**src/rtl/ascon_pkg.sv**
```systemverilog
// Shared types, round counts and round-constant table for the Ascon permutation.
package ascon_pkg;

    typedef logic [4:0][63:0] ascon_state_t;
    typedef logic [3:0]       rnd_t;

    typedef enum logic [1:0] {
        ST_IDLE,
        ST_RUN,
        ST_DONE
    } ctrl_state_e;

    localparam int ROUNDS_P12 = 12;
    localparam int ROUNDS_P8  = 8;

    // Entry i is the constant XORed into x2 for global round index i.
    localparam logic [11:0][7:0] RC_LUT = {
        8'h4b, 8'h5a, 8'h69, 8'h78, 8'h87, 8'h96,
        8'ha5, 8'hb4, 8'hc3, 8'hd2, 8'he1, 8'hf0
    };

    function automatic rnd_t num_rounds(input logic cfg);
        return cfg ? rnd_t'(ROUNDS_P12) : rnd_t'(ROUNDS_P8);
    endfunction

    function automatic logic [63:0] ror64(input logic [63:0] x, input int unsigned n);
        return (x >> n) | (x << (64 - n));
    endfunction

endpackage

```
**src/rtl/ascon_round.sv**
```systemverilog
// One combinational Ascon round: constant addition, 5-bit S-box layer, linear diffusion.
module ascon_round
    import ascon_pkg::*;
(
    input  rnd_t         rnd_i,
    input  logic         round_config_i,
    input  ascon_state_t state_array_i,
    output ascon_state_t state_array_o
);

    rnd_t         idx;
    ascon_state_t s;
    ascon_state_t t;

    always_comb begin
        // p[8] uses the last eight constants of the p[12] schedule.
        idx = round_config_i ? rnd_i : rnd_t'(rnd_i + 4'd4);
        s = state_array_i;
        s[2][7:0] = s[2][7:0] ^ RC_LUT[idx];

        s[0] = s[0] ^ s[4];
        s[4] = s[4] ^ s[3];
        s[2] = s[2] ^ s[1];
        for (int i = 0; i < 5; i++) begin
            t[i] = ~s[i] & s[(i + 1) % 5];
        end
        for (int i = 0; i < 5; i++) begin
            s[i] = s[i] ^ t[(i + 1) % 5];
        end
        s[1] = s[1] ^ s[0];
        s[0] = s[0] ^ s[4];
        s[3] = s[3] ^ s[2];
        s[2] = ~s[2];

        state_array_o[0] = s[0] ^ ror64(s[0], 19) ^ ror64(s[0], 28);
        state_array_o[1] = s[1] ^ ror64(s[1], 61) ^ ror64(s[1], 39);
        state_array_o[2] = s[2] ^ ror64(s[2], 1)  ^ ror64(s[2], 6);
        state_array_o[3] = s[3] ^ ror64(s[3], 10) ^ ror64(s[3], 17);
        state_array_o[4] = s[4] ^ ror64(s[4], 7)  ^ ror64(s[4], 41);
    end

endmodule

```
**src/rtl/ascon_permutation_ctrl.sv**
```systemverilog
// Iterative Ascon p[12]/p[8] engine with valid/ready handshakes on both sides.
// Define ASCON_DUAL_ROUND_EN to unroll two rounds per clock.
module ascon_permutation_ctrl
    import ascon_pkg::*;
#(
    parameter bit CLEAR_ON_RST = 1'b1
) (
    input  logic         clk_i,
    input  logic         rst_i,
    input  logic         in_valid_i,
    output logic         in_ready_o,
    input  logic         round_config_i,
    input  ascon_state_t state_array_i,
    output logic         out_valid_o,
    input  logic         out_ready_i,
    output ascon_state_t state_array_o,
    output rnd_t         rnd_o
);

`ifdef ASCON_DUAL_ROUND_EN
    localparam int RPC = 2;
`else
    localparam int RPC = 1;
`endif
    localparam rnd_t STEP = rnd_t'(RPC);

    ctrl_state_e  st_q, st_d;
    ascon_state_t state_q;
    rnd_t         cnt_q;
    logic         cfg_q;
    logic         last_step;
    logic         accept;
    ascon_state_t chain [RPC+1];

    assign chain[0] = state_q;

    for (genvar g = 0; g < RPC; g++) begin : g_round
        rnd_t rnd_g;
        assign rnd_g = cnt_q + rnd_t'(g);
        ascon_round u_round (
            .rnd_i          (rnd_g),
            .round_config_i (cfg_q),
            .state_array_i  (chain[g]),
            .state_array_o  (chain[g+1])
        );
    end

    // Final step is the one whose last round lands on the schedule's end.
    assign last_step = (rnd_t'(cnt_q + STEP) == num_rounds(cfg_q));
    assign accept    = in_ready_o & in_valid_i;

    always_ff @(posedge clk_i) begin
        if (rst_i) st_q <= ST_IDLE;
        else       st_q <= st_d;
    end

    always_comb begin
        st_d = st_q;
        case (st_q)
            ST_IDLE: if (in_valid_i)  st_d = ST_RUN;
            ST_RUN:  if (last_step)   st_d = ST_DONE;
            ST_DONE: if (out_ready_i) st_d = ST_IDLE;
            default:                  st_d = ST_IDLE;
        endcase
    end

    always_comb begin
        in_ready_o  = 1'b0;
        out_valid_o = 1'b0;
        case (st_q)
            ST_IDLE: in_ready_o  = 1'b1;
            ST_DONE: out_valid_o = 1'b1;
            default: ;
        endcase
    end

    always_ff @(posedge clk_i) begin
        if (rst_i) begin
            cnt_q <= '0;
            cfg_q <= 1'b0;
            if (CLEAR_ON_RST) state_q <= '0;
        end else if (accept) begin
            state_q <= state_array_i;
            cfg_q   <= round_config_i;
            cnt_q   <= '0;
        end else if (st_q == ST_RUN) begin
            state_q <= chain[RPC];
            if (!last_step) cnt_q <= cnt_q + STEP;
        end
    end

    assign state_array_o = state_q;
    assign rnd_o         = cnt_q;

endmodule
```
**config.mk**
```make
export PLATFORM = sky130hd
export DESIGN_NAME = ascon_permutation_ctrl
export DESIGN_NICKNAME = d
export VERILOG_FILES = /design/src/rtl/ascon_pkg.sv /design/src/rtl/ascon_round.sv /design/src/rtl/ascon_permutation_ctrl.sv
export SDC_FILE = /design/constraint.sdc
export NUM_CORES = 2
export LEC_CHECK = 0
export CORE_AREA = 2 2 253 255
export CTS_CLUSTER_DIAMETER = 100
export DETAILED_ROUTE_END_ITERATION = 10
export DIE_AREA = 0 0 255 257
export GPL_ROUTABILITY_DRIVEN = 0
export PLACE_DENSITY = 0.74
export SYNTH_ARGS = -nofsm -noshare
export SYNTH_HDL_FRONTEND = slang
export SYNTH_SLANG_ARGS = --single-unit
```
**constraint.sdc**
```tcl
create_clock -name clk_i -period 7.4 [get_ports clk_i]
set_clock_uncertainty 0.2 [all_clocks]
set_input_delay 1.11 -clock clk_i [delete_from_list [all_inputs] [get_ports clk_i]]
set_output_delay 1.11 -clock clk_i [all_outputs]
set_load 0.05 [all_outputs]
```
== Word-level counts from Yosys, hierarchy flattened ==
Memory sizes are Yosys's and may differ from the RTL's.
Index checks and enable logic that the tools add are counted.

* Multiply operators: 0
* Add/sub/neg operators: 2
* Eq/ne operators: 6
* Reduce and logical (&&, ||, !) cells: 5
* Div/mod/pow operators: 0
* $lt $le $gt $ge: 1
* Muxes and demuxes: 11
* Bitwise gates (word level): 45
* Shifts and indexed selects: 0

{| class="wikitable"
|+ Operators with widths
! kind !! number
|-
| $xor A64 B64 Y64 || 21
|-
| $mux W320 || 2
|-
| $not A64 Y64 || 6
|-
| $and A64 B64 Y64 || 5
|-
| $or A23 B64 Y64 || 1
|-
| $or A25 B64 Y64 || 1
|-
| $or A3 B64 Y64 || 1
|-
| $or A36 B64 Y64 || 1
|-
| $or A45 B64 Y64 || 1
|-
| $or A47 B64 Y64 || 1
|-
| $or A54 B64 Y64 || 1
|-
| $or A57 B64 Y64 || 1
|-
| $or A58 B64 Y64 || 1
|-
| $or A63 B64 Y64 || 1
|-
| $mux W8 || 1
|-
| $xor A8 B8 Y8 || 1
|-
| $mux W2 || 3
|-
| $ne A2 B2 Y1 const B || 3
|-
| $pmux W2 S3 || 1
|-
| $lt A4 B5 Y1 const B || 1
|-
| $add A4 B1 Y4 const B || 1
|-
| $add A4 B3 Y4 const B || 1
|-
| $eq A4 B4 Y1 || 1
|-
| $mux W4 || 1
|-
| other kinds (11) || 12
|}

* Bits in writable memories: 0
* Register bits: 327
* ROM bits: 128
* Output and inout port bits: 326
* Latch bits: 0
* Input bits: 325
* Memories: 1

{| class="wikitable"
|+ Memory list
! memory !! depth !! bits a word !! rd ports !! clocked after Yosys merged registers in !! wr ports !! line !! RTL
|-
| (no name shown) || 16 || 8 || 1 || 0 || 0 || ascon_round.sv:19 || <nowiki>s[2][7:0] = s[2][7:0] ^ RC_LUT[idx];</nowiki>
|}

== Depth between registers and ports, before layout ==
* Depth in word-level cells: 15
* Mapped depth: 10
* Mapped depth without buffers: 10

== Cells and area by module ==
A second synthesis with hierarchy kept.

* Cells, all modules: 3634
* Area, all modules: 29410.7 µm²

{| class="wikitable"
|+ By module, submodules not included
! module !! area each (µm²) !! seq. area each (µm²) !! instances !! cells an instance
|-
| ascon_permutation_ctrl || 15074.5 || 6546.3 || 1 || 1788
|-
| ascon_round || 14336.2 || 0.0 || 1 || 1846
|}

== Worst setup path after synthesis ==
Ideal clock, no wire load.

* Kind: reg-to-reg
* Start point: register cnt_q[3] (netlist: rnd_o[3])
* End point: register state_q, in the netlist state_array_o[249]
* Stages on the path, launching flop included: 10
* Data arrival time: 2677 ps
* Period minus slack after synthesis: 3009 ps
* Slack: 4391 ps
* Cells stage by stage: dfxtp_1 > buf_6 > xnor3_1 > inv_1 > ha_1 > xnor2_1 > xnor2_1 > xnor3_1 > nand2_1 > a21oi_1

* Word-level cells in the longest chain between the ends: 13

{| class="wikitable"
|+ Ends and longest elaborated chain
! what !! line !! RTL
|-
| start, declared || ascon_permutation_ctrl.sv:29 || <nowiki>rnd_t cnt_q;</nowiki>
|-
| start signal, assigned || ascon_permutation_ctrl.sv:88 || <nowiki>if (!last_step) cnt_q <= cnt_q + STEP;</nowiki>
|-
| $add A4 B3 Y4 || ascon_round.sv:17 || <nowiki>idx = round_config_i ? rnd_i : rnd_t'(rnd_i + 4'd4);</nowiki>
|-
| $mux W4 (*) || ascon_round.sv:17 ||
|-
| $mem_v2 Z16 W8 (*) || n/a ||
|-
| $mux W8 (implied by the code) (*) || ascon_round.sv:19 ||
|-
| $xor A8 B8 Y8 (*) || ascon_round.sv:19 ||
|-
| $xor A64 B64 Y64 (*) || ascon_round.sv:23 || <nowiki>s[2] = s[2] ^ s[1];</nowiki>
|-
| $xor A64 B64 Y64 (*) || ascon_round.sv:28 || <nowiki>s[i] = s[i] ^ t[(i + 1) % 5];</nowiki>
|-
| $xor A64 B64 Y64 (*) || ascon_round.sv:32 || <nowiki>s[3] = s[3] ^ s[2];</nowiki>
|-
| $or A54 B64 Y64 (*) || ascon_pkg.sv:27 || <nowiki>return (x >> n) | (x << (64 - n));</nowiki>
|-
| $xor A64 B64 Y64 (*) (2 in series) || ascon_round.sv:38 || <nowiki>state_array_o[3] = s[3] ^ ror64(s[3], 10) ^ ror64(s[3], 17);</nowiki>
|-
| $mux W320 (*) || ascon_permutation_ctrl.sv:86 || <nowiki>end else if (st_q == ST_RUN) begin</nowiki>
|-
| $mux W320 (*) || ascon_permutation_ctrl.sv:82 || <nowiki>end else if (accept) begin</nowiki>
|-
| end signal, assigned || ascon_permutation_ctrl.sv:83 || <nowiki>state_q <= state_array_i;</nowiki>
|-
| end signal, assigned || ascon_permutation_ctrl.sv:87 || <nowiki>state_q <= chain[RPC];</nowiki>
|-
| end, declared || ascon_permutation_ctrl.sv:28 || <nowiki>ascon_state_t state_q;</nowiki>
|}

Every way passes the cells marked *; elsewhere a longest branch is shown, timed or not. The select of a mux whose other input is x is not followed.
A chain may end at the register's enable or synchronous reset.

== Worst setup path after layout ==
* Start point: register cnt_q[3] (netlist: rnd_o[3])
* End point: register state_q, in the netlist state_array_o[195]

* Word-level cells in the longest chain between the ends: 12

{| class="wikitable"
|+ Ends and longest elaborated chain
! what !! line
|-
| $add A4 B3 Y4 || ascon_round.sv:17
|-
| $mux W4 (*) || ascon_round.sv:17
|-
| $mem_v2 Z16 W8 (*) || n/a
|-
| $mux W8 (implied by the code) (*) || ascon_round.sv:19
|-
| $xor A8 B8 Y8 (*) || ascon_round.sv:19
|-
| $xor A64 B64 Y64 (*) || ascon_round.sv:23
|-
| $xor A64 B64 Y64 (*) || ascon_round.sv:28
|-
| $xor A64 B64 Y64 (*) || ascon_round.sv:32
|-
| $xor A64 B64 Y64 (*) (2 in series) || ascon_round.sv:38
|-
| $mux W320 (*) || ascon_permutation_ctrl.sv:86
|-
| $mux W320 (*) || ascon_permutation_ctrl.sv:82
|}

Marks and branches as above.

==> flow_metrics.py <==
metrics = {
    "finish": {
        "multiInputGateArea_sq_um": 20800,
        "regArea_sq_um": 6550,
        "area_growth_pct": 29.3,
        "nNetsFinal": 4212,
        "final_util_pct": 59.2,
        "final_cell_count_no_fill": 4631,
        "drive_above_1_share_pct": 2.80,
        "fillCellCount": 5564,
    },
    "sta": {
        "finalMaxSlewViolations": 0,
        "finalCritPeriodShare_pct": 53.2,
        "setup_viol": 0,
        "slew_headroom_pct": 4.60,
        "rsz0062_at_grt": "false",
        "worst_pin_slew_ns": 1.42,
        "finalHoldViolCount": 0,
        "setup_ws_ns": 3.46,
        "fmax_mhz": 254,
        "tns_ns": 0,
        "fin_crit_ns": 3.94,
    },
    "status": {
        "outcome": "completed",
    },
    "die": {
        "die_x_microns": 255,
        "rows": 92,
        "core_area_sq_um": 62700,
        "die_h_microns": 257,
        "dieArea_sq_um": 65500,
        "io_pins": 651,
        "start_util_pct": 45.8,
    },
    "route": {
        "drtIter0Drc": 3452,
        "detail-route-antenna-nets": 0,
        "vias": 27800,
        "drc_errors": 0,
        "wl_per_cell_microns": 30.5,
        "dr.pass1.iters": 8,
        "avgViaCountPerCell": 6.01,
        "wl_microns": 141000,
    },
    "clocking": {
        "cts-hold-fix-buffers": 0,
        "cts_buffers": 40,
        "root_buffer": "clkbuf_16",
        "cts_tree": "built",
        "cts_max_level": 2,
        "cts_setup_buffers": 0,
        "clockBufferDepth": 3,
        "cts.clk_slew.worst_paths_ns": 0.07,
        "cts_sinks": 327,
        "cts_resized": 0,
        "worstSkewPairLatency_ns": 0.59,
    },
    "yosys": {
        "async_flop_share_pct": 0,
        "ys_seq_area_share_pct": 22.8,
        "synth_cell_types": 48,
        "yosysWarnings": 0,
        "ys_seq_elements": 327,
        "synth_edf_count": 0,
        "synthCells": 3214,
        "synth.avg_cell_area_sq_um": 8.94,
        "syn_nets": 3668,
        "yosysTopAreaCell": "dfxtp_1",
        "ys.flop_type": "dfxtp_1",
        "synth_top_area_share_pct": 22.8,
        "synth_area_leaders": "dfxtp_1 23%, xnor2_1 18%, xnor3_1 15%",
        "synth_common_cells": "587 x xnor2_1, 416 x nand2_1, 327 x dfxtp_1",
        "syn_area_sq_um": 28700,
        "synth_most_common_cell": "xnor2_1",
    },
    "critical_path": {
        "critPathLaunchType": "register",
        "cp.arrival_ns": 4.18,
        "cp.depth": 8,
        "crit_path_start": "rnd_o[3]$_SDFFE_PP0P_",
        "path_cells": "xnor3_1 -> inv_1 -> ha_1 -> xnor2_1 -> xnor2_1 -> xnor3_1 -> nand2_1 -> a21oi_1",
        "worst_path_max_delay_cell": "xnor2_1",
        "critPathCaptureType": "register",
        "crit_type": "register to register",
        "required_ns": 7.64,
        "cp_top_family": "XOR/XNOR gates",
        "worst-path-buf-inv": 1,
        "rr_startpoint": "rnd_o[3]$_SDFFE_PP0P_",
        "r2r_cells": 8,
        "worstPathMaxFanout": 10,
        "cpPeakStageDelay_ns": 0.87,
    },
    "worst_hold_path": {
        "holdPathStages": 2,
        "hold_class": "register to register",
        "worstHoldStart": "cfg_q$_SDFFE_PP0P_",
    },
    "global_routing": {
        "antenna_found_initial": 6,
        "grtUsageTotal_pct": 42.0,
        "grt_pass1_vias": 26300,
        "grt_pass1_wl_microns": 194000,
        "grt_max_degree": 149,
        "grt-ovfl-total": 0,
    },
    "place": {
        "io_buffers": 650,
        "dp_cells": 4562,
        "dp_hpwl_microns": 114000,
        "dp_slack_ns": 3.23,
    },
    "flow_run": {
        "max-cap-violations": 0,
    },
}
worst paths after layout:
check                                                        to  slack, ns
worst max-delay path            state_array_o[195]$_SDFFE_PP0P_       3.46
worst min-delay path                         cfg_q$_SDFFE_PP0P_       0.30
worst max register to register  state_array_o[195]$_SDFFE_PP0P_       3.46
worst min register to register               cfg_q$_SDFFE_PP0P_       0.30
state kept, by name (all words and copies together), names as in the netlist:
name           count
state_array_o    320
cfg_q              1
st_q               2
rnd_o              4
cell usage in the layout (no fill, tap or decap), types with 5 or more instances in the layout:
| cell type | n |
|---|---|
| o21a_1 | 9 |
| a211oi_1 | 68 |
| clkdlybuf4s50_1 | 649 |
| clkbuf_8 | 7 |
| xnor2_2 | 15 |
| nor2_1 | 294 |
| nand2_1 | 414 |
| diode_2 | 5 |
| nor3_1 | 8 |
| o21ai_1 | 33 |
| clkbuf_16 | 41 |
| xnor3_1 | 187 |
| o21ai_0 | 18 |
| a22oi_1 | 97 |
| clkbuf_1 | 5 |
| inv_1 | 194 |
| and3_1 | 24 |
| ha_1 | 129 |
| o22ai_1 | 35 |
| dfxtp_1 | 327 |
| mux2i_1 | 48 |
| xnor2_1 | 587 |
| maj3_1 | 64 |
| buf_4 | 16 |
| a311oi_1 | 119 |
| xor3_1 | 8 |
| a31oi_1 | 28 |
| xor2_1 | 174 |
| a21oi_1 | 141 |
worst min-delay path, stage by stage (launching register included):
cell     delay [ns]
dfxtp_1        0.34
nand2_1        0.07
a21oi_1        0.05
logic make-up (layout without fill, tap and decap cells):
logic type / Yosys count / in the layout / share of synthesized area [%]
xor+xnor: 971 / 971 / 39.4
simple gates: 758 / 758 / 10.3
compound gates: 553 / 553 / 13.1
buf+inv: 364 / 930 / 4.95
flops: 327 / 327 / 22.8
fa+ha+maj: 193 / 193 / 7.85
mux: 48 / 48 / 1.67
other cells: 0 / 5 / 0
final cells by class:
type | count | area share (%)
inverter | 196 | 1.98
multi-input combinational | 2523 | 56.0
timing repair buffer | 670 | 18.1
antenna | 5 | 0.0337
clock inverter | 11 | 0.384
tap | 846 | 2.85
sequential | 327 | 17.6
clock buffer | 53 | 3.07
metrics by stage:
stage          hold slack, ns  cell area, sq um
2_1_floorplan           0.269             28700
3_3_place_gp            0.293             35800
3_5_place_dp            0.292             35800
4_1_cts                 0.301             37100
5_1_grt                 0.331             37100
6_report                0.304             37100
layer usage:
| metal | up-vias | GRT usage (%) | share of wire, % |
|---|---|---|---|
| li1 | 12000 | - | - |
| met5 | - | 1.13 | 0.12 |
| met2 | 2001 | 62.5 | 42 |
| met1 | 13300 | 50.3 | 36 |
| met3 | 517 | 14.5 | 13 |
| met4 | 8 | 29.8 | 8.7 |
Power is left out: the tool's default activity adds up to more than one toggle a clock period on the data nets, which glitch-free logic cannot reach.
